<file path="config.mk">
export PLATFORM = sky130hd
export DESIGN_NAME = quad_step_decoder
export DESIGN_NICKNAME = d
export VERILOG_FILES = /design/src/rtl/quad_step_decoder_pkg.sv /design/src/rtl/quad_step_decoder_phase_filter.sv /design/src/rtl/quad_step_decoder.sv
export SDC_FILE = /design/constraint.sdc
export NUM_CORES = 1
export LEC_CHECK = 0
export ABC_AREA = 1
export CAP_MARGIN = 20
export CELL_PAD_IN_SITES_DETAIL_PLACEMENT = 1
export CELL_PAD_IN_SITES_GLOBAL_PLACEMENT = 1
export CORE_MARGIN = 4
export CORE_UTILIZATION = 44
export CTS_CLUSTER_DIAMETER = 30
export DETAILED_ROUTE_END_ITERATION = 7
export GPL_ROUTABILITY_DRIVEN = 0
export GPL_TIMING_DRIVEN = 0
export HOLD_SLACK_MARGIN = 0.03
export PLACE_DENSITY = 0.83
export SYNTH_ARGS = -nofsm -noshare
export SYNTH_HDL_FRONTEND = slang
export SYNTH_SLANG_ARGS = --single-unit
</file>
<file path="constraint.sdc">
create_clock -name clk -period 2.41 [get_ports clk]
set_input_delay 0.6025 -clock clk [delete_from_list [all_inputs] [get_ports clk]]
set_output_delay 0.6025 -clock clk [all_outputs]
set_load 0.05 [all_outputs]
</file>
<file path="src/rtl/quad_step_decoder_pkg.sv">
// Shared types and Gray-code helpers for the quadrature step decoder.
// step_dir turns a pair of filtered {A,B} codes into {up, down, illegal}.
package qdec_pkg;

    typedef enum logic {
        INIT = 1'b0,
        RUN  = 1'b1
    } qdec_state_t;

    localparam logic [1:0] GRAY_0 = 2'b00;
    localparam logic [1:0] GRAY_1 = 2'b01;
    localparam logic [1:0] GRAY_2 = 2'b11;
    localparam logic [1:0] GRAY_3 = 2'b10;

    function automatic logic [1:0] gray_pos(input logic [1:0] code);
        case (code)
            GRAY_0:  return 2'd0;
            GRAY_1:  return 2'd1;
            GRAY_2:  return 2'd2;
            default: return 2'd3;
        endcase
    endfunction

    // Position difference modulo 4: +1 is forward, -1 is reverse, 2 is a double-phase jump.
    function automatic logic [2:0] step_dir(input logic [1:0] prev, input logic [1:0] curr);
        logic [1:0] delta;
        delta = gray_pos(curr) - gray_pos(prev);
        case (delta)
            2'd1:    return 3'b100;
            2'd3:    return 3'b010;
            2'd2:    return 3'b001;
            default: return 3'b000;
        endcase
    endfunction

endpackage

</file>
<file path="src/rtl/quad_step_decoder_phase_filter.sv">
// Synchroniser plus glitch filter for one encoder phase.
// The filtered output only follows the synchronised input after FILT_LEN consecutive mismatching cycles.
module phase_filter #(
    parameter int SYNC_STAGES = 2,
    parameter int FILT_LEN    = 4
) (
    input  logic clk,
    input  logic rst,
    input  logic raw,
    input  logic load,
    output logic filt
);

    localparam int CNT_W = (FILT_LEN > 1) ? $clog2(FILT_LEN) : 1;
    localparam logic [CNT_W-1:0] CNT_LAST = CNT_W'(FILT_LEN - 1);

    logic [SYNC_STAGES-1:0] sync_q;
    logic [CNT_W-1:0]       cnt;
    logic                   sync_s;

    always_ff @(posedge clk or posedge rst) begin
        if (rst) begin
            sync_q <= '0;
        end else begin
            sync_q <= {sync_q[SYNC_STAGES-2:0], raw};
        end
    end

    assign sync_s = sync_q[SYNC_STAGES-1];

    // Filter stage: load bypasses the debounce so INIT can adopt the resting position.
    always_ff @(posedge clk or posedge rst) begin
        if (rst) begin
            filt <= 1'b0;
            cnt  <= '0;
        end else if (load) begin
            filt <= sync_s;
            cnt  <= '0;
        end else if (sync_s != filt) begin
            if (cnt == CNT_LAST) begin
                filt <= sync_s;
                cnt  <= '0;
            end else begin
                cnt <= cnt + CNT_W'(1);
            end
        end else begin
            cnt <= '0;
        end
    end

endmodule

</file>
<file path="src/rtl/quad_step_decoder.sv">
// Quadrature front-end: filtered A/B phases decoded into one-cycle up/down strobes,
// with a sticky error flag and saturating counter for double-phase jumps.
module quad_step_decoder
    import qdec_pkg::*;
#(
    parameter int SYNC_STAGES = 2,
    parameter int FILT_LEN    = 4,
    parameter int ERR_W       = 8
) (
    input  logic             clk,
    input  logic             rst,
    input  logic             enc_a,
    input  logic             enc_b,
    input  logic             clr_err,
    output logic             up,
    output logic             down,
    output logic             dir,
    output logic             err,
    output logic [ERR_W-1:0] err_count
);

    localparam int INIT_LEN = SYNC_STAGES + FILT_LEN;
    localparam int INIT_W   = $clog2(INIT_LEN + 1);
    localparam logic [INIT_W-1:0] INIT_LAST = INIT_W'(INIT_LEN - 1);

    function automatic logic [ERR_W-1:0] sat_inc(input logic [ERR_W-1:0] v);
        return (&v) ? v : v + ERR_W'(1);
    endfunction

    qdec_state_t       state, state_nxt;
    logic [INIT_W-1:0] init_cnt;
    logic              load, run_en;
    logic              fa, fb;
    logic [1:0]        ab_p0, ab_p1;
    logic              step_up, step_down, step_ill;
    logic              up_p0, down_p0, ill_p0;

    phase_filter #(.SYNC_STAGES(SYNC_STAGES), .FILT_LEN(FILT_LEN)) u_filt_a (
        .clk  (clk),
        .rst  (rst),
        .raw  (enc_a),
        .load (load),
        .filt (fa)
    );

    phase_filter #(.SYNC_STAGES(SYNC_STAGES), .FILT_LEN(FILT_LEN)) u_filt_b (
        .clk  (clk),
        .rst  (rst),
        .raw  (enc_b),
        .load (load),
        .filt (fb)
    );

    always_ff @(posedge clk or posedge rst) begin
        if (rst) begin
            state    <= INIT;
            init_cnt <= '0;
        end else begin
            state <= state_nxt;
            if (state == INIT) begin
                init_cnt <= init_cnt + INIT_W'(1);
            end
        end
    end

    always_comb begin
        state_nxt = state;
        load      = 1'b0;
        run_en    = 1'b0;
        case (state)
            INIT: begin
                load = 1'b1;
                if (init_cnt == INIT_LAST) begin
                    state_nxt = RUN;
                end
            end
            RUN: begin
                run_en = 1'b1;
            end
            default: state_nxt = INIT;
        endcase
    end

    assign ab_p0 = {fa, fb};
    assign {step_up, step_down, step_ill} = step_dir(ab_p1, ab_p0);
    assign up_p0   = run_en & step_up;
    assign down_p0 = run_en & step_down;
    assign ill_p0  = run_en & step_ill;

    // Decode stage: strobes and error bookkeeping registered one cycle after the filtered change.
    always_ff @(posedge clk or posedge rst) begin
        if (rst) begin
            ab_p1     <= 2'b00;
            up        <= 1'b0;
            down      <= 1'b0;
            dir       <= 1'b0;
            err       <= 1'b0;
            err_count <= '0;
        end else begin
            ab_p1 <= ab_p0;
            up    <= up_p0;
            down  <= down_p0;
            if (up_p0) begin
                dir <= 1'b1;
            end else if (down_p0) begin
                dir <= 1'b0;
            end
            // A jump landing on the clear cycle still counts as the first new error.
            if (clr_err) begin
                err       <= ill_p0;
                err_count <= ill_p0 ? ERR_W'(1) : '0;
            end else if (ill_p0) begin
                err       <= 1'b1;
                err_count <= sat_inc(err_count);
            end
        end
    end

endmodule
</file>
==> flow_summary.yaml, run 1 <==
setup_path:
  maximum_cell_stage_delay_along_the_critical_path_ps: 850
  crit_end_element: "output port"
  timing.critical_path.required_ps: 1810
  critical_path_peak_fanout: 6
  timing.critical_path.max_delay_family: "buffers and inverters"
  cp.arrival_ps: 1650
  worst-r2r-cell-count: 9
  path_depth: 1
  worstSetupPathType: "reg -> out"
  startpoint_type: "register"
  worst_path_max_delay_cell: "sky130_fd_sc_hd__clkdlybuf4s50_1"
  critical_path.n_buffers_inverters: 1
  crit_path_cell_chain: "clkdlybuf4s50_1"
sta:
  timing.setup.tns_ps: 0
  slew-limit-headroom: 0.650
  setup-violations-final: 0
  skew_ps: 1.47
  achievable-frequency_mhz: 444
  max_slew.worst_pin.slew_ps: 523
  fin_crit_ps: 2250
  timing_max_transition_violations_final: 0
  min_period_over_period: 0.935
  final.setup.worst_slack_ps: 157
  grt_setup_unrepaired: "false"
  final-hold-violation-count: 0
drt:
  routed_wire_length_per_instance_um: 14.2
  detailed_router_s_first_iteration_violation_count: 25
  vias: 971
  post_drt_via_cell_ratio: 5.19
  final_antenna_net_count: 0
  routed_wl_mm: 2.66
  drtPass1Iterations: 2
  drt_drc_violations_left: 0
floorplan:
  core.rowCount: 19
  die-width_um: 62.8
  die_area_um2: 3940
  die_ht_um: 62.8
  placeableCoreArea_um2: 2810
  io_pins: 17
  initial_utilization: 0.471
synth:
  ys_types: 25
  yosys_warnings: 0
  synthesis.instances: 135
  syn_area_um2: 1320
  postSynthNetCount: 146
  sequential_area_share_after_synthesis: 0.531
  synth.ff_latch_count: 28
  postSynthAreaPerCell_um2: 9.78
global_route:
  antenna_found_initial: 0
  globalRoute.totalOverflow: 0
  grt_pass1_vias: 1090
  grt_pass1_wl_mm: 4.84
  grt.total_usage: 0.154
  grt_start_max_net_pins: 29
clocking:
  clk_pin_slew_ps: 150
  postCtsSetupBuffers: 0
  cts_inserted_buffers: 3
  cts-root-buf: "sky130_fd_sc_hd__clkbuf_4"
  clock_path_buffers: 2
  cts_tree: "done"
  worstSkewPairLatency_ps: 320
  cts_hold_buffers: 0
  htree_levels: 1
  cts.repair.resized: 0
  cts.sink_count: 28
final_layout:
  final_net_count: 168
  insertedDiodeCount: 0
  instances_no_fill: 187
  commonest_cells_after_routing_fill_and_taps_aside: "29 x sky130_fd_sc_hd__nand2_1, 28 x sky130_fd_sc_hd__dfrtp_1, 16 x sky130_fd_sc_hd__clkdlybuf4s50_1"
  layout.cells.most_common: "sky130_fd_sc_hd__nand2_1"
  drive_above_1_share: 0.160
  final_design_area_no_fill_um2: 1580
  syn_to_final_growth_pct: 19.9
power:
  ir_worst_vdd_mv: 0.558
  finalPower_w: 0.00192
  power.leakage_nw: 0.753
  power.density_nw_per_um2: 1220
min_path:
  worst_hold_depth: 0
  hold_path_class: "reg -> reg"
place:
  dpl-instance-area_um2: 1520
  port_buffers: 16
  dp.cells: 182
  post_detail_place_hpwl_mm: 2.09
  dp_worst_setup_slack_ps: 301
job:
  maxCapViolations: 0
status:
  outcome: "finished clean"
worst paths after layout:
| path | to | slack [ps] | from |
|---|---|---|---|
| min in group asynchronous | err_count[6] | 490 | rst |
| max in group asynchronous | err_count[3] | 1530 | rst |
| min | u_filt_b.sync_q[1] | 370 | u_filt_b.sync_q[0] |
| max reg2reg | err_count[2] | 650 | u_filt_a.filt |
| max | err_count[0] | 160 | err_count[0] |
| min reg2reg | u_filt_b.sync_q[1] | 370 | u_filt_b.sync_q[0] |
per-stage QoR:
| step | util | hold slack (ps) |
|---|---|---|
| 3_5_place_dp | 0.541 | 344 |
| 3_3_place_gp | 0.541 | 335 |
| 5_1_grt | 0.564 | 392 |
| 2_1_floorplan | - | 331 |
| 4_1_cts | 0.554 | 377 |
| 6_report | 0.564 | 373 |
kinds of logic (layout without fill, tap and decap cells):
| logic type | count (synthesis) | count (layout) | share of synthesized area |
|---|---|---|---|
| muxes | 1 | 1 | 0.00853 |
| and+or+nand+nor | 63 | 63 | 0.235 |
| DFF | 28 | 28 | 0.531 |
| adders and majority gates | 6 | 6 | 0.0569 |
| AOI/OAI and AO/OA | 13 | 13 | 0.0654 |
| xor gates and xnor gates | 7 | 7 | 0.0464 |
| buffers and inverters | 17 | 38 | 0.0569 |
power by group:
| group | internal, W | switching [W] |
|---|---|---|
| clock network | 0.0000924 | 0.000138 |
| logic | 0.000386 | 0.000608 |
| registers | 0.000596 | 0.000104 |
layout make-up:
class,instances,area [um2]
Fill cell,330,1220
Sequential cell,28,701
Multi-Input combinational cell,90,544
Timing Repair Buffer,17,188
Inverter,15,56.3
Tap cell,31,38.8
Clock buffer,4,36.3
Buffer,2,18.8
state kept, by name (all words and copies together), names as in the netlist:
register         count
err_count            8
init_cnt             3
ab_p1                2
u_filt_a.cnt         2
u_filt_a.sync_q      2
u_filt_b.cnt         2
u_filt_b.sync_q      2
dir                  1
down                 1
err                  1
state                1
u_filt_a.filt        1
u_filt_b.filt        1
up                   1
synthesized netlist by cell type:
cell type                   n  area share
sky130_fd_sc_hd__mux2_2     1      0.0085
sky130_fd_sc_hd__clkinv_1   1      0.0028
sky130_fd_sc_hd__a21oi_1    3       0.011
sky130_fd_sc_hd__o21bai_1   1      0.0057
sky130_fd_sc_hd__nand2_1   29       0.082
sky130_fd_sc_hd__nand2_2    5       0.024
sky130_fd_sc_hd__o21ai_2    5       0.033
sky130_fd_sc_hd__nand2_4    1      0.0085
sky130_fd_sc_hd__nand3_4    1       0.013
sky130_fd_sc_hd__or2_1      1      0.0047
sky130_fd_sc_hd__inv_1     12       0.034
sky130_fd_sc_hd__inv_2      2      0.0057
sky130_fd_sc_hd__buf_4      1      0.0057
sky130_fd_sc_hd__dfrtp_1   28        0.53
sky130_fd_sc_hd__nor2_4     1      0.0085
sky130_fd_sc_hd__nor3_1     2      0.0076
sky130_fd_sc_hd__nand3_1    7       0.027
sky130_fd_sc_hd__xor2_1     3       0.020
sky130_fd_sc_hd__o21ai_0    4       0.015
sky130_fd_sc_hd__ha_1       6       0.057
sky130_fd_sc_hd__nor2_1    14       0.040
sky130_fd_sc_hd__buf_6      1      0.0085
sky130_fd_sc_hd__xnor2_1    4       0.027
sky130_fd_sc_hd__or2_2      1      0.0047
sky130_fd_sc_hd__nand3b_4   1       0.015
routing by layer:
layer,GRT usage,part of all wire,wire length [um]
met5,0,0,0
met4,0.0606,0.016,42
met1,0.172,0.43,1140
met3,0.0396,0.031,82
met2,0.277,0.53,1400
No activity file was read; power rests on OpenSTA's default activity.
==> inputs of run 2 (changes only) <==
CORE_UTILIZATION = 47   (was 44)
CTS_BUF_LIST = sky130_fd_sc_hd__clkbuf_4 sky130_fd_sc_hd__clkbuf_8   (was default)
PLACE_DENSITY = 0.87   (was 0.83)
==> flow_summary.yaml, run 2 (synthesized netlist as in run 1, its figures left out) <==
clocking:
  cts_inserted_buffers: 3
  clock_path_buffers: 2
  htree_levels: 1
  cts_hold_buffers: 0
  clk_pin_slew_ps: 160
  cts_tree: "done"
  cts.sink_count: 28
  cts-root-buf: "sky130_fd_sc_hd__clkbuf_4"
  cts.repair.resized: 0
  postCtsSetupBuffers: 0
  worstSkewPairLatency_ps: 330
floorplan:
  core.rowCount: 18
  io_pins: 17
  initial_utilization: 0.514
  placeableCoreArea_um2: 2570
  die-width_um: 61.0
  die_area_um2: 3720
  die_ht_um: 61.0
final_layout:
  layout.cells.most_common: "sky130_fd_sc_hd__nand2_1"
  syn_to_final_growth_pct: 21.0
  final_net_count: 168
  reg_top3: "err_count x8, init_cnt x3"
  fillers: 299
  insertedDiodeCount: 0
  commonest_cells_after_routing_fill_and_taps_aside: "29 x sky130_fd_sc_hd__nand2_1, 28 x sky130_fd_sc_hd__dfrtp_1, 16 x sky130_fd_sc_hd__clkdlybuf4s50_1"
  largest_reg_flops: 8
  largest-register: "err_count"
  drive_above_1_share: 0.160
global_route:
  globalRoute.totalOverflow: 0
  globalRoute.busiestLayer: "met2"
  antenna_found_initial: 0
  grt_pass1_vias: 1054
  grt_start_max_net_pins: 29
  grt.total_usage: 0.180
  groute.layer.met3.usage: 0.0213
  grt_pass1_wl_mm: 4.73
  m2_gr_usage: 0.307
  met1_usage: 0.220
drt:
  vias: 960
  detailed_router_s_first_iteration_violation_count: 32
  drt_drc_violations_left: 0
  final_antenna_net_count: 0
  routed_wl_mm: 2.94
  routed_wire_length_per_instance_um: 15.8
  post_drt_via_cell_ratio: 5.16
  drtPass1Iterations: 4
place:
  port_buffers: 16
  post_detail_place_hpwl_mm: 2.09
setup_path:
  crit_path_cell_chain: "clkdlybuf4s50_1"
  critical_path.n_buffers_inverters: 1
  cp.arrival_ps: 1660
  critical_path_peak_fanout: 6
  timing.critical_path.required_ps: 1810
  timing.critical_path.from: "err_count[0]"
  worst-r2r-cell-count: 9
  ff2ff_setup_slack_ps: 660
  maximum_cell_stage_delay_along_the_critical_path_ps: 840
  path_depth: 1
  crit_end_element: "output port"
  startpoint_type: "register"
  r2r-end: "err_count[1]"
  worstSetupPathType: "reg -> out"
  worst_path_max_delay_cell: "sky130_fd_sc_hd__clkdlybuf4s50_1"
  regToRegStartpoint: "u_filt_a.filt"
  critical_path.endpoint: "err_count[0]"
  timing.critical_path.max_delay_family: "buffers and inverters"
power:
  finalPower_w: 0.00203
  ir_worst_vdd_mv: 0.905
  power.leakage_nw: 0.760
  power.density_nw_per_um2: 1270
sta:
  max_slew.worst_pin.slew_ps: 511
  skew_ps: 0.688
  timing.setup.tns_ps: 0
  min_period_over_period: 0.939
  setup-violations-final: 0
  fin_crit_ps: 2260
  timing_max_transition_violations_final: 0
  final-hold-violation-count: 0
  achievable-frequency_mhz: 442
  slew-limit-headroom: 0.658
  grt_setup_unrepaired: "false"
job:
  maxCapViolations: 0
min_path:
  hold_path_class: "reg -> reg"
status:
  outcome: "finished clean"
## run 2: changes by cell type in the layout (fill, tap and decap cells not counted)
cell                        before  now
sky130_fd_sc_hd__bufinv_16       0    1
sky130_fd_sc_hd__clkbuf_8        1    0
## run 2: final cells by class
| cell class | count | area, um2 | share of cell area |
|---|---|---|---|
| clock inverters | 1 | 30.0 | 0.0188 |
| clock buffers | 3 | 22.5 | 0.0141 |
| repair buffers | 17 | 188 | 0.117 |
| multi-input cells | 90 | 544 | 0.341 |
| plain buffers | 2 | 18.8 | 0.0117 |
| well taps | 30 | 37.5 | 0.0235 |
| inverters | 15 | 56.3 | 0.0352 |
| flip-flops and latches | 28 | 701 | 0.439 |
## run 2: per-stage QoR
stage / setup WS [ps] / std cells / hold slack [ps] / utilization / cell area [um2]
floorplan: 745 / 135 / 331 / - / 1320
global placement: 373 / 181 / 333 / 0.591 / 1520
detailed placement: 303 / 181 / 347 / 0.591 / 1520
CTS: 124 / 185 / 379 / 0.612 / 1570
global route: 71.4 / 186 / 391 / 0.622 / 1600
finish: 148 / 186 / 376 / 0.622 / 1600
## run 2: metal layers
layer,part of all wire,routed length (um),up-vias
li1,-,-,464
met1,0.42,1240,471
met2,0.53,1570,20
met3,0.025,73,5
met4,0.018,52,0
met5,0,0,-
## run 2: how the worst min path moves through the flow
stage	depth (start not counted)	slack, ps	end	startpoint
global route	0	390	u_filt_b.sync_q[1]	u_filt_b.sync_q[0]
floorplan	0	330	u_filt_a.sync_q[1]	u_filt_a.sync_q[0]
global placement	0	330	u_filt_a.sync_q[1]	u_filt_a.sync_q[0]
finish	0	380	u_filt_a.sync_q[1]	u_filt_a.sync_q[0]
detailed placement	0	350	u_filt_a.sync_q[1]	u_filt_a.sync_q[0]
CTS	0	380	u_filt_b.sync_q[1]	u_filt_b.sync_q[0]
## run 2: power breakdown
part           total [W]  internal (W)  switching, W
clock network   0.000315      0.000168      0.000146
logic            0.00102      0.000387      0.000629
registers       0.000701      0.000596      0.000105
==> RTL edit 1, RTL diff (flow settings as in run 2) <==
Remove the register `down`: a continuous assignment takes its place, so the output `down` follows one clock earlier. Comments in the files are not updated.
--- a/src/rtl/quad_step_decoder.sv
+++ b/src/rtl/quad_step_decoder.sv
@@ -93,5 +93,4 @@
             ab_p1     <= 2'b00;
             up        <= 1'b0;
-            down      <= 1'b0;
             dir       <= 1'b0;
             err       <= 1'b0;
@@ -100,5 +99,4 @@
             ab_p1 <= ab_p0;
             up    <= up_p0;
-            down  <= down_p0;
             if (up_p0) begin
                 dir <= 1'b1;
@@ -117,3 +115,5 @@
     end
 
+    assign down = down_p0;
+
 endmodule
Check against the original RTL: not equivalent (Yosys sat finds a counterexample within 10 cycles, from zero or initial values and one cycle with rst high).
==> RTL edit 1 against run 2 <==
Worst setup slack lost 0.053 ns. Cell area grew 0.94%. Sequential cell count shrank 1. Power grew 12%. Hold slack lost 0.0048 ns. Routed wire length shrank 5.9%. Synthesized area shrank 1.9%. Sequential power shrank 6.1%. Critical path depth grew 5. Combinational power grew 39%.
==> RTL edit 1: results (changes against run 2) <==
[status]
status = finished clean  ; unchanged

[routing]
via_count = 961  ; was 960
wl_mm = 2.766  ; was 2.940 mm
drt_iter0_drc = 22  ; was 32

[power_and_ir_drop]
power.leakage_uw = 0.0007655  ; was 0.0007602 uW
ir_drop_v = 0.001882  ; was 0.0009053 V

[synthesis]
ys_warn_count = 0  ; unchanged
ys_top_cells_by_area = dfrtp_1 (52%), nand2_1 (8.4%), ha_1 (5.8%)  ; was dfrtp_1 (53%), nand2_1 (8.2%), ha_1 (5.7%)
synthTopCellsByCount = nand2_1 (29), dfrtp_1 (27), nor2_1 (14), inv_1 (12), nand3_1 (7)  ; was nand2_1 (29), dfrtp_1 (28), nor2_1 (14), inv_1 (12), nand3_1 (7)
synth-xor-area-share_pct = 4.734  ; was 4.645%
synthMuxAreaShare_pct = 0.8696  ; was 0.8531%
synth-compound-area-share_pct = 6.667  ; was 6.540%
synth_adder_area_share_pct = 5.797  ; was 5.687%
synth.distinct_cells = 25  ; unchanged
synth_fp_nets = 145  ; was 146
seq_area_frac_synth_pct = 52.17  ; was 53.08%

[global_routing]
first_global_vias = 1056  ; was 1054
gr-usage-all-layers_pct = 17.30  ; was 18.00%
grt_max_degree = 28  ; was 29
grt_pass1_wl_mm = 4.567  ; was 4.726 mm

[clock_network]
cts_sinks = 27  ; was 28
htreeDepth = 1  ; unchanged

[timing]
max_freq_ghz = 0.4319  ; was 0.4421 GHz
clock_skew_ns = 0.008744  ; was 0.0006883 ns
worst_pin_slew_ns = 0.5050  ; was 0.5109 ns

[final_layout]
nNonClkBuffers = 24  ; was 19
buffer_area_share_pct = 15.44  ; was 12.92%
largest_registers = err_count: 8 flops, init_cnt: 3 flops  ; unchanged
fillerInstances = 297  ; was 299
clkCellAreaFrac_pct = 1.939  ; was 3.289%
drive_gt1_share_pct = 22.50  ; was 16.03%
layout.nets = 172  ; was 168
seq_area_share_pct = 41.97  ; was 43.85%

[worst_hold_path]
holdPathStages = 0  ; unchanged

[critical_path]
critPathCapture = down  ; was err_count[0]
worstPathMaxFanout = 2  ; was 6
crit_start = ab_p1[1]$_DFF_PP0_  ; was err_count[0]$_DFFE_PP0P_
arrival_ns = 1.71  ; was 1.66 ns
reg2reg_slack_ns = 0.74  ; was 0.66 ns

[placement]
place_ws_ns = -0.3837  ; was 0.3029 ns
dp_hpwl_mm = 2.019  ; was 2.093 mm
port_buffers = 16  ; unchanged

[RTL edit 1: per-stage QoR]
stage / total power, uW / util [%] / hold WS [ns] / cell area, um^2 / std cells
after floorplan: 1510 / - / 0.3312 / 1295 / 134
after global placement: 1751 / 58.65 / 0.3345 / 1493 / 180
after detailed placement: 1836 / 58.65 / 0.3386 / 1493 / 180
after CTS: 2137 / 61.06 / 0.3737 / 1554 / 187
after global routing: 2472 / 63.37 / 0.3969 / 1613 / 190
final: 2285 / 63.37 / 0.3711 / 1613 / 190
[RTL edit 1: report_power, final]
| group | switching, uW | total [uW] | internal [uW] |
|---|---|---|---|
| sequential | 86.1 | 658 | 572 |
| combinational | 834 | 1420 | 585 |
| clock | 141 | 208 | 67.6 |
| total | 1060 | 2280 | 1220 |
[RTL edit 1: worst max-delay path, stage by stage, from the launching register on]
cell and delay (ns):
dfrtp_1 0.43, xor2_1 0.15, ha_1 0.32, nor2_2 0.16
inv_2 0.07, nor2_4 0.10, buf_8 0.15
[RTL edit 1: kinds of logic after synthesis]
logic type / after synthesis
and+or+nand+nor: 63
DFF: 27
buffers and inverters: 17
AOI/OAI and AO/OA: 13
xor gates and xnor gates: 7
adders and majority gates: 6
muxes: 1
[RTL edit 1: routing by layer]
layer  GRT usage (%)  vias to the layer above  routed length [um]
li1                -                      471                   -
met1           20.86                      463                1124
met2           31.02                       19                1479
met3           2.553                        8                  97
met4           6.811                        0                  64
met5               0                        -                   0
[RTL edit 1: repair_timing]
item | CTS | global route
endpoints found under the setup margin | 1 | 1
endpoints found under the hold margin | 0 | 0
setup buffers | 3 | 2
gates cloned | 0 | 0
pin swaps | 1 | 3
gates resized for setup | 10 | 4
==> RTL edit 2, RTL diff (config.mk and constraints of run 2) <==
Made on the original files. `ERR_W`: 8 -> 6.
--- a/src/rtl/quad_step_decoder.sv
+++ b/src/rtl/quad_step_decoder.sv
@@ -6,5 +6,5 @@
     parameter int SYNC_STAGES = 2,
     parameter int FILT_LEN    = 4,
-    parameter int ERR_W       = 8
+    parameter int ERR_W       = 6
 ) (
     input  logic             clk,
Interface: changed (resized err_count); port bits go from 17 to 15. The function was not compared with the original's and may differ.
==> RTL edit 2 against run 2 <==
Routed wire length down 9.8%. Clock power is 41% lower. Power fell by 9.5%. Worst setup slack better by 0.0011 ns. Sequential cell count fell by 2. Cell area shrank 8.1%. Sequential share of layout area is 0.48 points higher. Synthesized area shrank 6.1%. Fmax is essentially flat.
==> RTL edit 2: results (changes against run 2) <==
[synthesis]
syn_inst = 134  ; was 135
ys_top_cells_by_area = dfrtp_1 (52%), nand2_1 (11%), ha_1 (10%)  ; was dfrtp_1 (53%), nand2_1 (8.2%), ha_1 (5.7%)
seq_area_frac_synth_pct = 52.47  ; was 53.08%
ys_warn_count = 0  ; unchanged
synthTopCellsByCount = nand2_1 (36), dfrtp_1 (26), inv_1 (19), nor2_1 (12), ha_1 (10)  ; was nand2_1 (29), dfrtp_1 (28), nor2_1 (14), inv_1 (12), nand3_1 (7)
synth.distinct_cells = 21  ; was 25
synth_fp_nets = 149  ; was 146

[power_and_ir_drop]
ir_drop_v = 0.0009735  ; was 0.0009053 V
power.leakage_uw = 0.0007555  ; was 0.0007602 uW

[timing]
clock_skew_ns = 0.01371  ; was 0.0006883 ns
slew_headroom_pct = 65.27  ; was 65.84%

[global_routing]
grt_pass1_wl_mm = 4.464  ; was 4.726 mm
first_global_vias = 967  ; was 1054
grt_max_degree = 27  ; was 29
gr-usage-all-layers_pct = 17.19  ; was 18.00%

[final_layout]
layout.nets = 169  ; was 168
n_antenna_cell = 0  ; unchanged
largest_registers = err_count: 6 flops, init_cnt: 3 flops  ; was err_count: 8 flops, init_cnt: 3 flops
fillerInstances = 303  ; was 299
drive_gt1_share_pct = 7.895  ; was 16.03%

[placement]
post_dp_cell_area_um2 = 1418  ; was 1518 um^2
place_ws_ns = 0.5135  ; was 0.3029 ns
port_buffers = 14  ; was 16
dp_cells = 178  ; was 181
dp_hpwl_mm = 2.051  ; was 2.093 mm

[status]
status = finished clean  ; unchanged

[routing]
wl_per_cell_um = 14.58  ; was 15.81 um
wl_mm = 2.653  ; was 2.940 mm
via_per_inst = 5.027  ; was 5.161
drt_iter0_drc = 19  ; was 32

[clock_network]
cts.clk_slew.worst_paths_ns = 0.14  ; was 0.16 ns

RTL edit 2: cell count changes in the layout (fill, tap and decap cells not counted), sizes merged, moves of 2 or more:
| cell | change |
|---|---|
| o21ai | -6 |
| ha | +4 |
| a21oi | -2 |
| nor2 | -2 |
| inv | +6 |
| clkdlybuf4s50 | -2 |
| dfrtp | -2 |
| nand2 | +2 |
RTL edit 2: cells by family (layout without fill, tap and decap cells):
family | Yosys count | count (layout) | synth area share (%)
and+or+nand+nor | 64 | 64 | 22.20
adders and majority gates | 10 | 10 | 10.09
muxes | 1 | 1 | 1.211
DFF | 26 | 26 | 52.47
buffers and inverters | 22 | 40 | 7.467
xor gates and xnor gates | 7 | 7 | 4.945
AOI/OAI and AO/OA | 4 | 4 | 1.614
RTL edit 2: where the power goes:
group / switching (uW) / internal (uW)
Clock: 128 / 58.7
Sequential: 94.1 / 559
Combinational: 659 / 340
Total: 881 / 958
RTL edit 2: per-stage QoR:
stage / hold slack (ns) / power [uW] / util (%)
after detailed placement: 0.3364 / 1663 / 56.71
final: 0.3621 / 1839 / 58.71
after global routing: 0.3756 / 2011 / 58.71
after global placement: 0.3329 / 1570 / 56.71
after floorplan: 0.3312 / 1346 / -
after CTS: 0.3670 / 1848 / 57.61
RTL edit 2: per-layer routing:
layer / share of wire [%] / GRT usage (%) / up-vias
met5: 0 / 0 / -
li1: - / - / 446
met3: 2.0 / 2.397 / 5
met4: 1.4 / 5.825 / 0
met2: 54 / 29.95 / 11
met1: 43 / 21.68 / 453
RTL edit 2: final timing paths:
check                                                to                    startpoint  cells after the start  slack (ns)
max reg2reg                    err_count[0]$_DFFE_PP0P_     u_filt_a.filt$_DFFE_PP0P_                      7        0.63
min in group asynchronous                  up$_DFF_PP0_                           rst                      2        0.46
min                        u_filt_a.sync_q[1]$_DFF_PP0_  u_filt_a.sync_q[0]$_DFF_PP0_                      0        0.36
max in group asynchronous       init_cnt[2]$_DFFE_PP0N_                           rst                      3        1.58
max                                        err_count[0]      err_count[0]$_DFFE_PP0P_                      1        0.15
min reg2reg                u_filt_a.sync_q[1]$_DFF_PP0_  u_filt_a.sync_q[0]$_DFF_PP0_                      0        0.36
RTL edit 2: cell type report:
cell class              instances  area, um^2  share of cell area [%]
plain buffers                   1       11.26                  0.7673
multi-input cells              86       496.7                   33.84
flip-flops and latches         26       650.6                   44.33
clock buffers                   3       22.52                   1.535
inverters                      21       81.33                   5.541
well taps                      30       37.54                   2.558
repair buffers                 15       167.7                   11.42
RTL edit 2: worst reg2reg max path, cell delays in order, from the launching register on:
cell     delay [ns]
dfrtp_1        0.49
ha_1           0.33
ha_1           0.31
nand2_1        0.06
inv_1          0.08
nand3_2        0.18
nand3_1        0.13
o21ai_0        0.11
